==> config.mk <==
export PLATFORM = sky130hd
export DESIGN_NAME = hazard_ctrl
export DESIGN_NICKNAME = d
export VERILOG_FILES = /design/src/rtl/hazard_ctrl_pkg.sv /design/src/rtl/hazard_ctrl_fwd_unit.sv /design/src/rtl/hazard_ctrl.sv
export SDC_FILE = /design/constraint.sdc
export NUM_CORES = 1
export LEC_CHECK = 0
export CAP_MARGIN = 20
export CORE_MARGIN = 2
export CORE_UTILIZATION = 36
export CTS_CLUSTER_DIAMETER = 50
export DETAILED_ROUTE_END_ITERATION = 7
export GPL_ROUTABILITY_DRIVEN = 0
export PLACE_DENSITY = 0.82
export SETUP_SLACK_MARGIN = 0.02
export SYNTH_ARGS = -nofsm -noshare
export SYNTH_HDL_FRONTEND = slang
export SYNTH_SLANG_ARGS = --single-unit
==> constraint.sdc <==
create_clock -name clk -period 5.82 [get_ports clk]
set_clock_uncertainty 0.1 [all_clocks]
set_input_delay 1.455 -clock clk [delete_from_list [all_inputs] [get_ports clk]]
set_output_delay 1.455 -clock clk [all_outputs]
set_load 0.02 [all_outputs]
==> src/rtl/hazard_ctrl_pkg.sv <==
// Shared encodings for the RV32I hazard controller: forwarding selects,
// the load result-source code and the memory-wait FSM state codes.
package hazard_ctrl_pkg;

  localparam logic [1:0] FWD_RF   = 2'b00;
  localparam logic [1:0] FWD_W    = 2'b01;
  localparam logic [1:0] FWD_M    = 2'b10;

  localparam logic [1:0] RES_LOAD = 2'b01;

  localparam logic [0:0] ST_IDLE  = 1'b0;
  localparam logic [0:0] ST_WAIT  = 1'b1;

endpackage

==> src/rtl/hazard_ctrl_fwd_unit.sv <==
// EX operand forwarding select for one source register; pure combinational.
// Memory-stage result wins over writeback; x0 is never forwarded.
module fwd_unit
  import hazard_ctrl_pkg::*;
(
  input  logic [4:0] rs_e,
  input  logic [4:0] rd_m,
  input  logic [4:0] rd_w,
  input  logic       reg_write_m,
  input  logic       reg_write_w,
  output logic [1:0] fwd_sel
);

  always_comb begin
    fwd_sel = FWD_RF;
    if (reg_write_m && (rd_m != 5'd0) && (rd_m == rs_e)) begin
      fwd_sel = FWD_M;
    end else if (reg_write_w && (rd_w != 5'd0) && (rd_w == rs_e)) begin
      fwd_sel = FWD_W;
    end
  end

endmodule

==> src/rtl/hazard_ctrl.sv <==
// 5-stage pipeline stall/flush/forward sequencer; all controls combinational, zero added latency.
// Define HAZARD_PERF_EN to add stallCycles/flushCount performance counters.
module hazard_ctrl
  import hazard_ctrl_pkg::*;
#(
  parameter int MEM_TIMEOUT = 16,
  parameter int CNT_W       = 5
) (
  input  logic        clk,
  input  logic        rst,
  input  logic [4:0]  Rs1D,
  input  logic [4:0]  Rs2D,
  input  logic [4:0]  Rs1E,
  input  logic [4:0]  Rs2E,
  input  logic [4:0]  RdE,
  input  logic [4:0]  RdM,
  input  logic [4:0]  RdW,
  input  logic [1:0]  resultSrcE,
  input  logic        regWriteM,
  input  logic        regWriteW,
  input  logic        PCSrcE,
  input  logic        memReqM,
  input  logic        memReadyM,
  output logic [1:0]  forwardAE,
  output logic [1:0]  forwardBE,
  output logic        stallF,
  output logic        stallD,
  output logic        stallE,
  output logic        stallM,
  output logic        flushD,
  output logic        flushE,
  output logic        flushW,
`ifdef HAZARD_PERF_EN
  output logic [31:0] stallCycles,
  output logic [31:0] flushCount,
`endif
  output logic        memTimeout
);

  logic [0:0]       state_q, state_d;
  logic [CNT_W-1:0] wait_cnt_q, wait_cnt_d;
  logic             mem_timeout_q, mem_timeout_d;
  logic [1:0]       fwd_a, fwd_b;
  logic             abort, mem_wait, lw_stall;

  fwd_unit u_fwd_a (
    .rs_e        (Rs1E),
    .rd_m        (RdM),
    .rd_w        (RdW),
    .reg_write_m (regWriteM),
    .reg_write_w (regWriteW),
    .fwd_sel     (fwd_a)
  );

  fwd_unit u_fwd_b (
    .rs_e        (Rs2E),
    .rd_m        (RdM),
    .rd_w        (RdW),
    .reg_write_m (regWriteM),
    .reg_write_w (regWriteW),
    .fwd_sel     (fwd_b)
  );

  always_comb begin
    abort    = (state_q == ST_WAIT) && (wait_cnt_q == CNT_W'(MEM_TIMEOUT - 1));
    mem_wait = memReqM && !memReadyM && !abort;
    lw_stall = (resultSrcE == RES_LOAD) && (RdE != 5'd0) &&
               ((RdE == Rs1D) || (RdE == Rs2D));
  end

  // A memory wait freezes the whole pipe, including a resolved branch in E,
  // which then takes effect once the wait releases.
  always_comb begin
    forwardAE  = '0;
    forwardBE  = '0;
    stallF     = 1'b0;
    stallD     = 1'b0;
    stallE     = 1'b0;
    stallM     = 1'b0;
    flushD     = 1'b0;
    flushE     = 1'b0;
    flushW     = 1'b0;
    memTimeout = 1'b0;
    if (!rst) begin
      forwardAE  = fwd_a;
      forwardBE  = fwd_b;
      stallF     = mem_wait || lw_stall;
      stallD     = mem_wait || lw_stall;
      stallE     = mem_wait;
      stallM     = mem_wait;
      flushW     = mem_wait;
      flushD     = !mem_wait && PCSrcE;
      flushE     = !mem_wait && (lw_stall || PCSrcE);
      memTimeout = mem_timeout_q;
    end
  end

  always_comb begin
    state_d = state_q;
    case (state_q)
      ST_IDLE: if (mem_wait) state_d = ST_WAIT;
      ST_WAIT: if (memReadyM || abort) state_d = ST_IDLE;
      default: state_d = ST_IDLE;
    endcase
    wait_cnt_d    = ((state_q == ST_WAIT) && (state_d == ST_WAIT)) ?
                    wait_cnt_q + CNT_W'(1) : '0;
    mem_timeout_d = mem_timeout_q || abort;
  end

  always_ff @(posedge clk) begin
    if (rst) begin
      state_q       <= ST_IDLE;
      wait_cnt_q    <= '0;
      mem_timeout_q <= 1'b0;
    end else begin
      state_q       <= state_d;
      wait_cnt_q    <= wait_cnt_d;
      mem_timeout_q <= mem_timeout_d;
    end
  end

`ifdef HAZARD_PERF_EN
  logic [31:0] stall_cycles_q, stall_cycles_d;
  logic [31:0] flush_count_q, flush_count_d;

  always_comb begin
    stall_cycles_d = stall_cycles_q + {31'd0, stallF};
    flush_count_d  = flush_count_q + {31'd0, flushE};
  end

  always_ff @(posedge clk) begin
    if (rst) begin
      stall_cycles_q <= '0;
      flush_count_q  <= '0;
    end else begin
      stall_cycles_q <= stall_cycles_d;
      flush_count_q  <= flush_count_d;
    end
  end

  assign stallCycles = stall_cycles_q;
  assign flushCount  = flush_count_q;
`endif

endmodule

[Word level (Yosys, flattened, before mapping)]
Index checks and enable logic that the tools add are counted.
Word-level totals
  bits of input ports: 44
  register bits: 7
Cells by class
  add/subtract/negate cells: 1
  multiplexer cells: 14
  eq/ne operators: 8
  reductions and logical operators: 26
  bitwise logic cells: 2
Operators by type and width (number)
  $eq 5x5->1: 6
  $reduce_bool 5->1: 3
  $logic_and 1x1->1: 14
  $mux 1: 9
  $mux 2: 4
  $add 5x1->5 const B: 1
  $eq 5x4->1 const B: 1
  $logic_or 1x1->1: 5
  $logic_not 1->1: 3
  $eq 2x1->1 const B: 1
  $not 1->1: 2
  $pmux 1 s2: 1
  $reduce_or 2->1: 1

[Logic depth before layout (Yosys ltp)]
  depth in word-level cells: 9
  gate-level depth with buffers: 7
  gate-level depth less buffers: 7

[Hierarchy]
From an unflattened synthesis, not the netlist that was laid out.
Second synthesis, totals
  cells, all modules: 101
  area total of the unflattened synthesis: 807.0 um^2
Modules (own cells, without submodules)
  hazard_ctrl: times used 1, area each 504.2 um^2, cells each 61, seq. area each 140.1 um^2
  fwd_unit: times used 2, area each 151.4 um^2, cells each 20, seq. area each 0.0 um^2

[Worst setup path after synthesis]
Ideal clock, no wire load.
  kind: in2out
  start: input port RdE[1]
  end: output port stallF
  stages: 5
  data arrival time: 2.782 ns
  slack: 1.483 ns
  buffers on the path: 1
  cells stage by stage: xor2_1 nor3_1 a22oi_1 o31ai_1 buf_4
Between the ends
  cells in the longest elaborated chain, start to end: 5
  elaborated cells on any way between the ends: 8
RTL lines
  start, declared: RTL line hazard_ctrl.sv:15  | input logic [4:0] RdE,
  $eq 5x5->1 or $reduce_bool 5->1 (tied branches): RTL line hazard_ctrl.sv:68, hazard_ctrl.sv:67
  $logic_or 1x1->1 or $logic_and 1x1->1 (tied branches): RTL line hazard_ctrl.sv:68, hazard_ctrl.sv:67
  $logic_and 1x1->1 *: RTL line hazard_ctrl.sv:67  | lw_stall = (resultSrcE == RES_LOAD) && (RdE != 5'd0) &&
  $logic_or 1x1->1 *
  $mux 1 *
  end, declared: RTL line hazard_ctrl.sv:26  | output logic stallF,
Every way passes the cells marked *; elsewhere a longest branch is shown, timed or not.

[Worst setup path after layout]
  start: input port RdM[0]
  end: output port forwardAE[0]
Between the ends
  cells in the longest elaborated chain, start to end: 5
  elaborated cells on any way between the ends: 6
RTL lines
  start, declared: RTL line hazard_ctrl.sv:16  | input logic [4:0] RdM,
  $reduce_bool 5->1: RTL line hazard_ctrl_fwd_unit.sv:16  | if (reg_write_m && (rd_m != 5'd0) && (rd_m == rs_e)) begin
  $logic_and 1x1->1: RTL line hazard_ctrl_fwd_unit.sv:16
  $logic_and 1x1->1 *: RTL line hazard_ctrl_fwd_unit.sv:16
  $mux 2 *: RTL line hazard_ctrl_fwd_unit.sv:16
  $mux 2 *: RTL line hazard_ctrl.sv:84  | if (!rst) begin
  end, declared: RTL line hazard_ctrl.sv:24  | output logic [1:0] forwardAE,
Marks and branches as above.

==> run metrics <==
CP startpoint kind input port; Cell Area, Synth 764 µm²; Setup WS post-layout 0.579 ns; # resized after CTS 0; WP data arrival 3.69 ns; Setup TNS 0 ns; P_leak 0.499 nW; Tmin final 5.24 ns; DRT iter0 DRCs 9; Power Density 123 nW/µm²; pre-CTS setup slack 0.594 ns; Sw Pwr 0.0000472 W; effective utilization at floorplan 38.6%; Worst Setup End Kind output pin; routed vias/inst 4.88; top-count cell post-synth xor2_1; HP Start wait_cnt_q[0]$_SDFF_PP0_; Synth top cells by count 21 x xor2_1, 11 x xnor2_1, 10 x nor2_1; R2R setup slack 4.33 ns; Synth area leader xor2_1; Root Driver clkbuf_4; Post CTS Setup Buffer Count 0; Pint 0.000118 W; post-synth top area share 24.1%; fin nets 200; Seq pwr share 29.6%; Hold Vio Cnt, Final 0; syn_nets 144; Reg2Reg Launch Point wait_cnt_q[0]$_SDFF_PP0_; # diodes 0; clock network fraction of design power 26.1%; measured slew at the worst slew-check pin 0.400 ns; Die Area 2510 µm²; dpl hpwl 1980 µm; Final Max Tran Viols 0; die width 50.1 µm; io pins 56; yosys warns 0; Area Growth Syn to Fin 76.4%; HP Class register to register; Largest stage delay, worst path 0.65 ns; CP top delay family buffers and inverters; Seq/Total Area, Yosys 18.3%; CTS tree yes; Num CTS Buffers 3; DRC viols 0; DRT Pass-1 Iters 4; slew margin rel. 73.0%; synth top area cells xor2_1 24%, dfxtp_1 18%, xnor2_1 13%, nor2_1 4.9%, or4_1 4.9%; Avg Cell Area, Syn 7.80 µm²; vias in the first global route 963; CP Buf/Inv Count 2; all-layer global routing usage 18.8%; largest net degree at the start of global routing 11; WS Path Type input port to output pin; Cells after Synth 98; # clock sinks 7; Async SR Flop Fraction 0%; first-pass GRT wire length 3660 µm; gr ovfl total 0; RSZ-0062 raised after global routing no; Sw Share 28.5%; CP Cell Sequence clkdlybuf4s50_1 -> or4_1 -> o21ai_2 -> nor3_1 -> nor4_2 -> clkdlybuf4s50_1; required time worst endpoint 4.26 ns; Post-CTS Hold Buffers 0; Cells on Worst Hold Path 1; Yosys cell types 25; most frequent CP cell clkdlybuf4s50_1; FF+latch count, synth 7; Reg-to-Reg End wait_cnt_q[3]$_SDFF_PP0_; Max IR drop VDD 69.5 µV; Final Setup Violations 0; Clock Path Buffers 2; crit-path max FO 4; clk_lat worst skew 0.25 ns; Die H 50.1 µm; Row Count 16; CP max-delay cell clkdlybuf4s50_1; initial antenna violation count 0; area of the core 1980 µm²; Synth Flop Type dfxtp_1; Final period util 90.0%; Clock transition at path regs 0.05 ns; Logic pwr share 44.3%; routed length per placed instance 12.2 µm; Max Freq 0.191 GHz; ANT nets after route 0; H-tree depth 1; maxcap violations 0; status complete, no violations; number of synthesized flops with an enable pin 0; cell depth of the worst setup path 6; DR vias 879; port buffer count 55; Hold Crit Endpoint wait_cnt_q[0]$_SDFF_PP0_; share of cells above drive strength 1 3.92%; worst reg2reg path depth 6; WL final 2200 µm
-- cells by family (layout without fill, tap and decap cells) --
logic type / after synthesis / after routing / share of synthesized area, %
AND/OR/NAND/NOR: 38 / 38 / 27.0
XOR/XNOR: 32 / 32 / 36.7
buffers and inverters: 10 / 65 / 6.38
AO/OA/AOI/OAI: 8 / 8 / 7.04
flip-flops: 7 / 7 / 18.3
adder cells (fa/ha/maj): 2 / 2 / 3.27
multiplexers: 1 / 1 / 1.31
-- area by class of cell --
class / count / area, µm²
inverters: 6 / 22.5
well taps: 27 / 33.8
multi-input cells: 81 / 576
clock buffers: 4 / 26.3
flip-flops and latches: 7 / 140
repair buffers: 55 / 551
fillers: 150 / 633
-- metrics by stage --
step	cell area [µm²]	instances	hold WS [ns]	utilization, %	power [W]
2_1_floorplan	764	98	0.318	-	0.0000788
3_3_place_gp	1320	176	0.330	66.7	0.000122
3_5_place_dp	1320	176	0.346	66.7	0.000123
4_1_cts	1350	180	0.353	68.1	0.000167
5_1_grt	1350	180	0.387	68.1	0.000175
6_report	1350	180	0.349	68.1	0.000165
-- registers in the layout, summed over array words and instances, names as in the netlist --
signal / count
state_q: 1
wait_cnt_q: 5
mem_timeout_q: 1
-- metal layers --
layer	part of all wire (%)	vias up	wire length, µm	GRT usage (%)
met1	37	383	808	18.5
met5	0	-	0	0
met3	7.5	8	166	3.94
met2	53	46	1160	35.5
met4	3.2	0	70	10.6
li1	-	442	-	-
-- power by group through the flow --
stage	logic, W	clock network [W]	registers [W]
after global placement	0.0000717	0	0.0000499
final	0.0000733	0.0000431	0.0000490
after detailed placement	0.0000731	0	0.0000499
after CTS	0.0000734	0.0000444	0.0000489
after global routing	0.0000790	0.0000470	0.0000489
after floorplan	0.0000289	0	0.0000498
-- worst max-delay path by stage --
stage	endpoint	startpoint
finish	forwardAE[0]	RdM[0]
global route	forwardAE[0]	rst
CTS	forwardAE[0]	RdM[0]
detailed placement	forwardAE[0]	RdM[0]
global placement	forwardBE[0]	RdM[0]
floorplan	stallF	RdE[1]
-- placed cells by master, fill, tap and decap left out, types with 2 or more instances in the layout --
cell and count:
nor2_1 10, nor4_2 2, clkdlybuf4s50_1 55, nor2b_1 3
dfxtp_1 7, clkbuf_4 3, inv_1 6, ha_1 2
nand3_1 5, nor3_1 5, or4_1 5, xnor2_1 11
nand2_1 5, xor2_1 21, nor4_1 2
No activity file was read; power rests on OpenSTA's default activity.
